===== config.mk =====
export PLATFORM = sky130hd
export DESIGN_NAME = rom_access_arbiter
export DESIGN_NICKNAME = d
export VERILOG_FILES = /design/src/rtl/rom_access_arbiter.sv
export SDC_FILE = /design/constraint.sdc
export NUM_CORES = 1
export LEC_CHECK = 0
export CAP_MARGIN = 25
export CORE_MARGIN = 5
export CORE_UTILIZATION = 39
export CTS_CLUSTER_DIAMETER = 200
export DETAILED_ROUTE_END_ITERATION = 12
export GPL_ROUTABILITY_DRIVEN = 0
export GPL_TIMING_DRIVEN = 0
export PLACE_DENSITY = 0.79
export REMOVE_ABC_BUFFERS = 1
export SYNTH_ARGS = -nofsm -noshare
export SYNTH_HDL_FRONTEND = slang
export SYNTH_SLANG_ARGS = --single-unit

===== constraint.sdc =====
create_clock -name clk -period 1.55 [get_ports clk]
set_clock_uncertainty 0.1 [all_clocks]
set_input_delay 0.155 -clock clk [delete_from_list [all_inputs] [get_ports clk]]
set_output_delay 0.155 -clock clk [all_outputs]
set_load 0.05 [all_outputs]

===== src/rtl/rom_access_arbiter.sv =====
// Round-robin arbiter sharing the single ROM read port between fetch (port 0) and load (port 1).
// One access in flight; sequences ROM latency, range-checks addresses, returns data on valid/ready.
module rom_access_arbiter #(
  parameter int unsigned DATA_WIDTH  = 16,
  parameter int unsigned ADDR_WIDTH  = 8,
  parameter int unsigned ROM_DEPTH   = 256,
  parameter int unsigned ROM_LATENCY = 1
) (
  input  logic                  clk,
  input  logic                  rst,
  input  logic [1:0]            req_valid,
  output logic [1:0]            req_ready,
  input  logic [ADDR_WIDTH-1:0] req_addr0,
  input  logic [ADDR_WIDTH-1:0] req_addr1,
  output logic [1:0]            rsp_valid,
  input  logic [1:0]            rsp_ready,
  output logic [DATA_WIDTH-1:0] rsp_data,
  output logic                  rsp_error,
  output logic                  rom_en,
  output logic [ADDR_WIDTH-1:0] rom_addr,
  input  logic [DATA_WIDTH-1:0] rom_data,
  input  logic                  rom_error
);

  localparam int unsigned CNT_W = (ROM_LATENCY > 1) ? $clog2(ROM_LATENCY) : 1;

  typedef enum logic [1:0] {
    ST_IDLE,
    ST_WAIT,
    ST_RESP
  } state_t;

  state_t                state;
  state_t                state_nxt;
  logic                  last_grant;
  logic                  gnt_id;
  logic [CNT_W-1:0]      cnt;

  logic                  grant_c;
  logic [ADDR_WIDTH-1:0] addr_sel_c;
  logic                  oor_c;
  logic                  last_cnt_c;

  // Round-robin pick: a lone requester wins, a tie goes to the port not served last.
  always_comb begin
    grant_c    = (req_valid == 2'b11) ? ~last_grant : req_valid[1];
    addr_sel_c = grant_c ? req_addr1 : req_addr0;
    oor_c      = (32'(addr_sel_c) >= ROM_DEPTH);
    last_cnt_c = (cnt == CNT_W'(ROM_LATENCY - 1));
  end

  always_ff @(posedge clk) begin
    if (rst) state <= ST_IDLE;
    else     state <= state_nxt;
  end

  always_comb begin
    state_nxt = state;
    req_ready = 2'b00;
    case (state)
      ST_IDLE: begin
        if (|req_valid) begin
          req_ready = {grant_c, ~grant_c};
          state_nxt = oor_c ? ST_RESP : ST_WAIT;
        end
      end
      ST_WAIT: begin
        if (last_cnt_c) state_nxt = ST_RESP;
      end
      ST_RESP: begin
        if (rsp_ready[gnt_id]) state_nxt = ST_IDLE;
      end
      default: state_nxt = ST_IDLE;
    endcase
  end

  // Datapath and registered outputs; reset discards any in-flight access.
  always_ff @(posedge clk) begin
    if (rst) begin
      rsp_valid  <= 2'b00;
      rsp_data   <= '0;
      rsp_error  <= 1'b0;
      rom_en     <= 1'b0;
      rom_addr   <= '0;
      last_grant <= 1'b1;
      gnt_id     <= 1'b0;
      cnt        <= '0;
    end else begin
      rom_en <= 1'b0;
      case (state)
        ST_IDLE: begin
          if (|req_valid) begin
            gnt_id     <= grant_c;
            last_grant <= grant_c;
            cnt        <= '0;
            if (oor_c) begin
              rsp_data  <= '0;
              rsp_error <= 1'b1;
              rsp_valid <= {grant_c, ~grant_c};
            end else begin
              rom_addr <= addr_sel_c;
              rom_en   <= 1'b1;
            end
          end
        end
        ST_WAIT: begin
          cnt <= cnt + CNT_W'(1);
          if (last_cnt_c) begin
            rsp_data  <= rom_data;
            rsp_error <= rom_error;
            rsp_valid <= {gnt_id, ~gnt_id};
          end
        end
        ST_RESP: begin
          if (rsp_ready[gnt_id]) rsp_valid <= 2'b00;
        end
        default: rsp_valid <= 2'b00;
      endcase
    end
  end

endmodule


After elaboration in Yosys (flattened, before gate mapping)
Index checks and enable logic that the tools add are counted.
{"block": "word_totals", "wordCells": 46, "ff_bits": 33, "inputBits": 39}
{"block": "classes", "bitwise": 5, "order_cmp": 1, "n_mux": 15, "n_eq_ne": 6, "reduce_logical": 9, "n_addsub": 1}
{"op": "2-bit two-way mux", "n": 6}
{"op": "2-bit one-hot mux with 3 select lines", "n": 2}
{"op": "8-bit two-way mux", "n": 1}
{"op": "2-bit != test, second input constant", "n": 3}
{"op": "2-bit AND reduction", "n": 3}
{"op": "3-bit AND reduction", "n": 2}
{"op": "1-bit two-way mux", "n": 5}
{"op": "1-bit NOT", "n": 5}
{"op": "2-bit equality test, second input constant", "n": 2}
{"op": "2-bit OR reduction", "n": 2}
{"op": "2-bit by 1-bit equality test with 1-bit output, second input constant", "n": 1}
{"op": "2-bit zero test", "n": 1}
{"op": "1-bit by 2-bit < comparator with 1-bit output, second input constant", "n": 1}
{"op": "1-bit one-hot mux with 2 select lines", "n": 1}
{"op": "2-bit nonzero test", "n": 1}
{"op": "1-bit adder, second input constant", "n": 1}

Logic depth before layout (Yosys ltp)
{"block": "logic_depth", "depth_word": 5, "mapped_depth": 6, "mapped_depth_nobuf": 3}

Worst setup path after synthesis
No wires, ideal clock.
{"block": "synth_timing", "path_type": "register -> output", "startpoint": "reg state[1]", "endpoint": "out req_ready[0]", "arrival_ns": 1.485, "required_ns": 1.295, "setup_slack_ns": -0.190, "path_stages_with_launch": 6, "cell_sequence": "dfxtp_1 -> buf_6 -> nor2_1 -> buf_2 -> nand2_1 -> nor2_1"}
{"block": "synth_between", "elab_chain_cells": 2}
{"item": "start: declaration", "line": "33", "source": "state_t state;"}
{"item": "start signal: assignment", "line": "54", "source": "else state <= state_nxt;"}
{"item": "2-bit zero test", "line": "60", "source": "case (state)"}
{"item": "2-bit two-way mux", "line": "60"}
{"item": "end: declaration", "line": "12", "source": "output logic [1:0] req_ready,"}
No other way between the ends.

Worst setup path in the final report
{"block": "layout_timing", "startpoint": "reg rsp_valid[0]", "endpoint": "out rsp_valid[0]"}
{"item": "start: declaration", "line": "15", "source": "output logic [1:0] rsp_valid,"}
{"item": "start signal: assignment", "line": "99", "source": "rsp_valid <= {grant_c, ~grant_c};"}
{"item": "start signal: assignment", "line": "111", "source": "rsp_valid <= {gnt_id, ~gnt_id};"}
No word-level cell between the ends.

==> run summary <==
startpoint type of the worst setup path: flip-flop
GRT Overall Usage: 15.86%
Worst Max-Slew Pin Slew: 0.6477 ns
DR pass1 iterations: 4
yosys warns: 0
first-pass GRT wire length: 5644 um
Crit path buffers/inverters: 1
max cap viols: 0
Die Y: 68.81 um
DR WL/cell: 12.76 um
Yosys top cell area share: 48.98%
CP Class: reg -> out
# rows: 21
# clock sinks: 33
cell count after synthesis: 157
Synth Register Bits: 33
Cell Area, Synth: 1349 um^2
slowest stage delay, CP: 0.54 ns
cell accounting for the most synthesized area: dfxtp_1
leakage: 0.9304 nW
Std-Cell Core Area: 3337 um^2
Critical Path, Cell by Cell: dlygate4sd2_1
clk_lat worst skew: 0.33 ns
# DRC: 0
Die W: 68.81 um
routed vias/inst: 4.816
CTS Buf Count: 5
vias in the first global route: 1313
fin area: 2183 um^2
initial core utilization: 40.42%
worst min path class: in -> reg
detailed router's first-iteration violation count: 65
Critical Path RT: 1.29 ns
maximum VDD drop: 0.0006695 V
layout cells sized above 1: 13.85%
clock buffer depth: 2
DRT antenna net count: 0
most frequent cell after synthesis: nand2_1
hold buffer count at cts: 0
endpoints failing hold: 0
Top delay family on crit path: buffers and inverters
CTS tree: done
Fmax: 667.5 MHz
status: completed
antenna cells: 0
dpl ws: -1.356 ns
Min Clock Period, post-route: 1.498 ns
ranking of synthesized cells by area: dfxtp_1 49%, a21oi_1 10%, nand2_1 10%
placed cell areas: 2024 um^2
initial antenna violation count: 0
Tot Pwr: 2.440 mW
largest net degree at the start of global routing: 20
Syn-to-layout area delta: 61.87%
fraction of registers with async set/reset: 0%
min setup slack post-route: 0.05194 ns
overall routed net length: 3534 um
Finish-stage setup viols: 0
Clock Pin Slew Worst Setup and Hold Paths: 0.10 ns
count of cell types in the netlist: 27
worst-path maximum fanout: 3
Via Count: 1334
CTS root buf: clkbuf_4
Rel. slew slack: 56.68%
grt total ovfl: 0
ys flop type: dfxtp_1
Worst setup EP type: output port
dpl hpwl: 2517 um
die area: 4735 um^2
average size of a mapped cell: 8.591 um^2
Final #Nets: 269
top post-synthesis cells by count: 37 x nand2_1, 33 x dfxtp_1, 28 x a21oi_1, 8 x mux2i_1, 7 x a211oi_1
critical path arrival: 1.24 ns
PortBufs: 68
fin util: 65.43%
sequential share of the synthesized area: 48.98%
pwr/cell area: 1118 nW/um^2
H-tree Lvls: 2
CP max-delay cell: dlygate4sd2_1
fin. max-slew vios: 0
Post-synth EDFFs: 0
I/O pin count: 69
fin crit share: 96.65%
-- routing by layer --
layer,share of wire [%],vias up,GRT usage (%)
li1,-,687,-
met1,40,604,17.33
met2,51,38,27.65
met3,7.6,5,5.673
met4,1.1,0,6.569
met5,0,-,0
-- worst paths after layout --
kind	startpoint	endpoint	slack (ns)	depth (start not counted)
hold / removal	req_valid[1]	rom_addr[7]	0.23	3
hold reg to reg	rsp_data[7]	rsp_data[7]	0.35	2
setup / recovery	rsp_valid[0]	rsp_valid[0]	0.05	1
setup reg to reg	state[1]	rsp_data[4]	0.10	4
-- through the flow --
| stage | hold slack [ns] | instances | TNS (ns) |
|---|---|---|---|
| global placement | 0.3412 | 260 | -17.50 |
| global route | 0.2436 | 277 | -0.002673 |
| finish | 0.2268 | 277 | 0 |
| detailed placement | 0.3454 | 261 | -10.10 |
| floorplan | 0.1241 | 146 | -2.616 |
| CTS | 0.2130 | 274 | 0 |
-- cell usage in the layout, fill, tap and decap left out, types with 2 or more instances in the layout --
cell / instances
dfxtp_4: 3
buf_6: 2
nor2_1: 3
nand3_1: 4
clkbuf_8: 2
clkdlybuf4s15_1: 2
a31oi_1: 2
a211oi_1: 7
nand2_1: 36
nor2_2: 2
mux2i_1: 8
clkdlybuf4s50_1: 36
nand3b_1: 2
o21ai_0: 3
dfxtp_1: 30
clkbuf_4: 5
a21oi_1: 28
buf_4: 7
inv_1: 4
dlygate4sd2_1: 28
-- cell families (layout without fill, tap and decap cells) --
group	count (synthesis)	count (layout)	share of synthesized area, %
multiplexers	8	8	5.937
AND/OR/NAND/NOR	55	55	18.00
AO/OA/AOI/OAI	46	46	20.22
flip-flops	33	33	48.98
buffers and inverters	15	89	6.863
-- area by class of cell --
class                      count  area, um^2
fill                         313        1154
timing repair buffer          77       735.7
sequential                    33       671.9
multi-input combinational    109       633.1
clock buffer                   7       65.06
tap                           46       57.56
inverter                       4       15.01
clock inverter                 1       5.005
-- power breakdown --
| part | switching (mW) | internal (mW) | total [mW] |
|---|---|---|---|
| logic | 0.557 | 0.336 | 0.893 |
| registers | 0.0618 | 0.945 | 1.01 |
| clock network | 0.278 | 0.263 | 0.541 |
-- timing repair --
| action | in CTS | in global routing |
|---|---|---|
| endpoints found under the hold margin | 0 | 0 |
| gates resized for setup | 52 | 11 |
| pin swaps | 1 | 2 |
| buffers inserted | 5 | 3 |
| endpoints found under the setup margin | 56 | 4 |
-- flip-flops by register name, indices dropped and copies added, names as in the netlist --
signal and cells:
rsp_data 16, rom_addr 8, rsp_valid 2, state 2
cnt 1, gnt_id 1, last_grant 1, rom_en 1
rsp_error 1
Power figures use the tool's default switching activity.
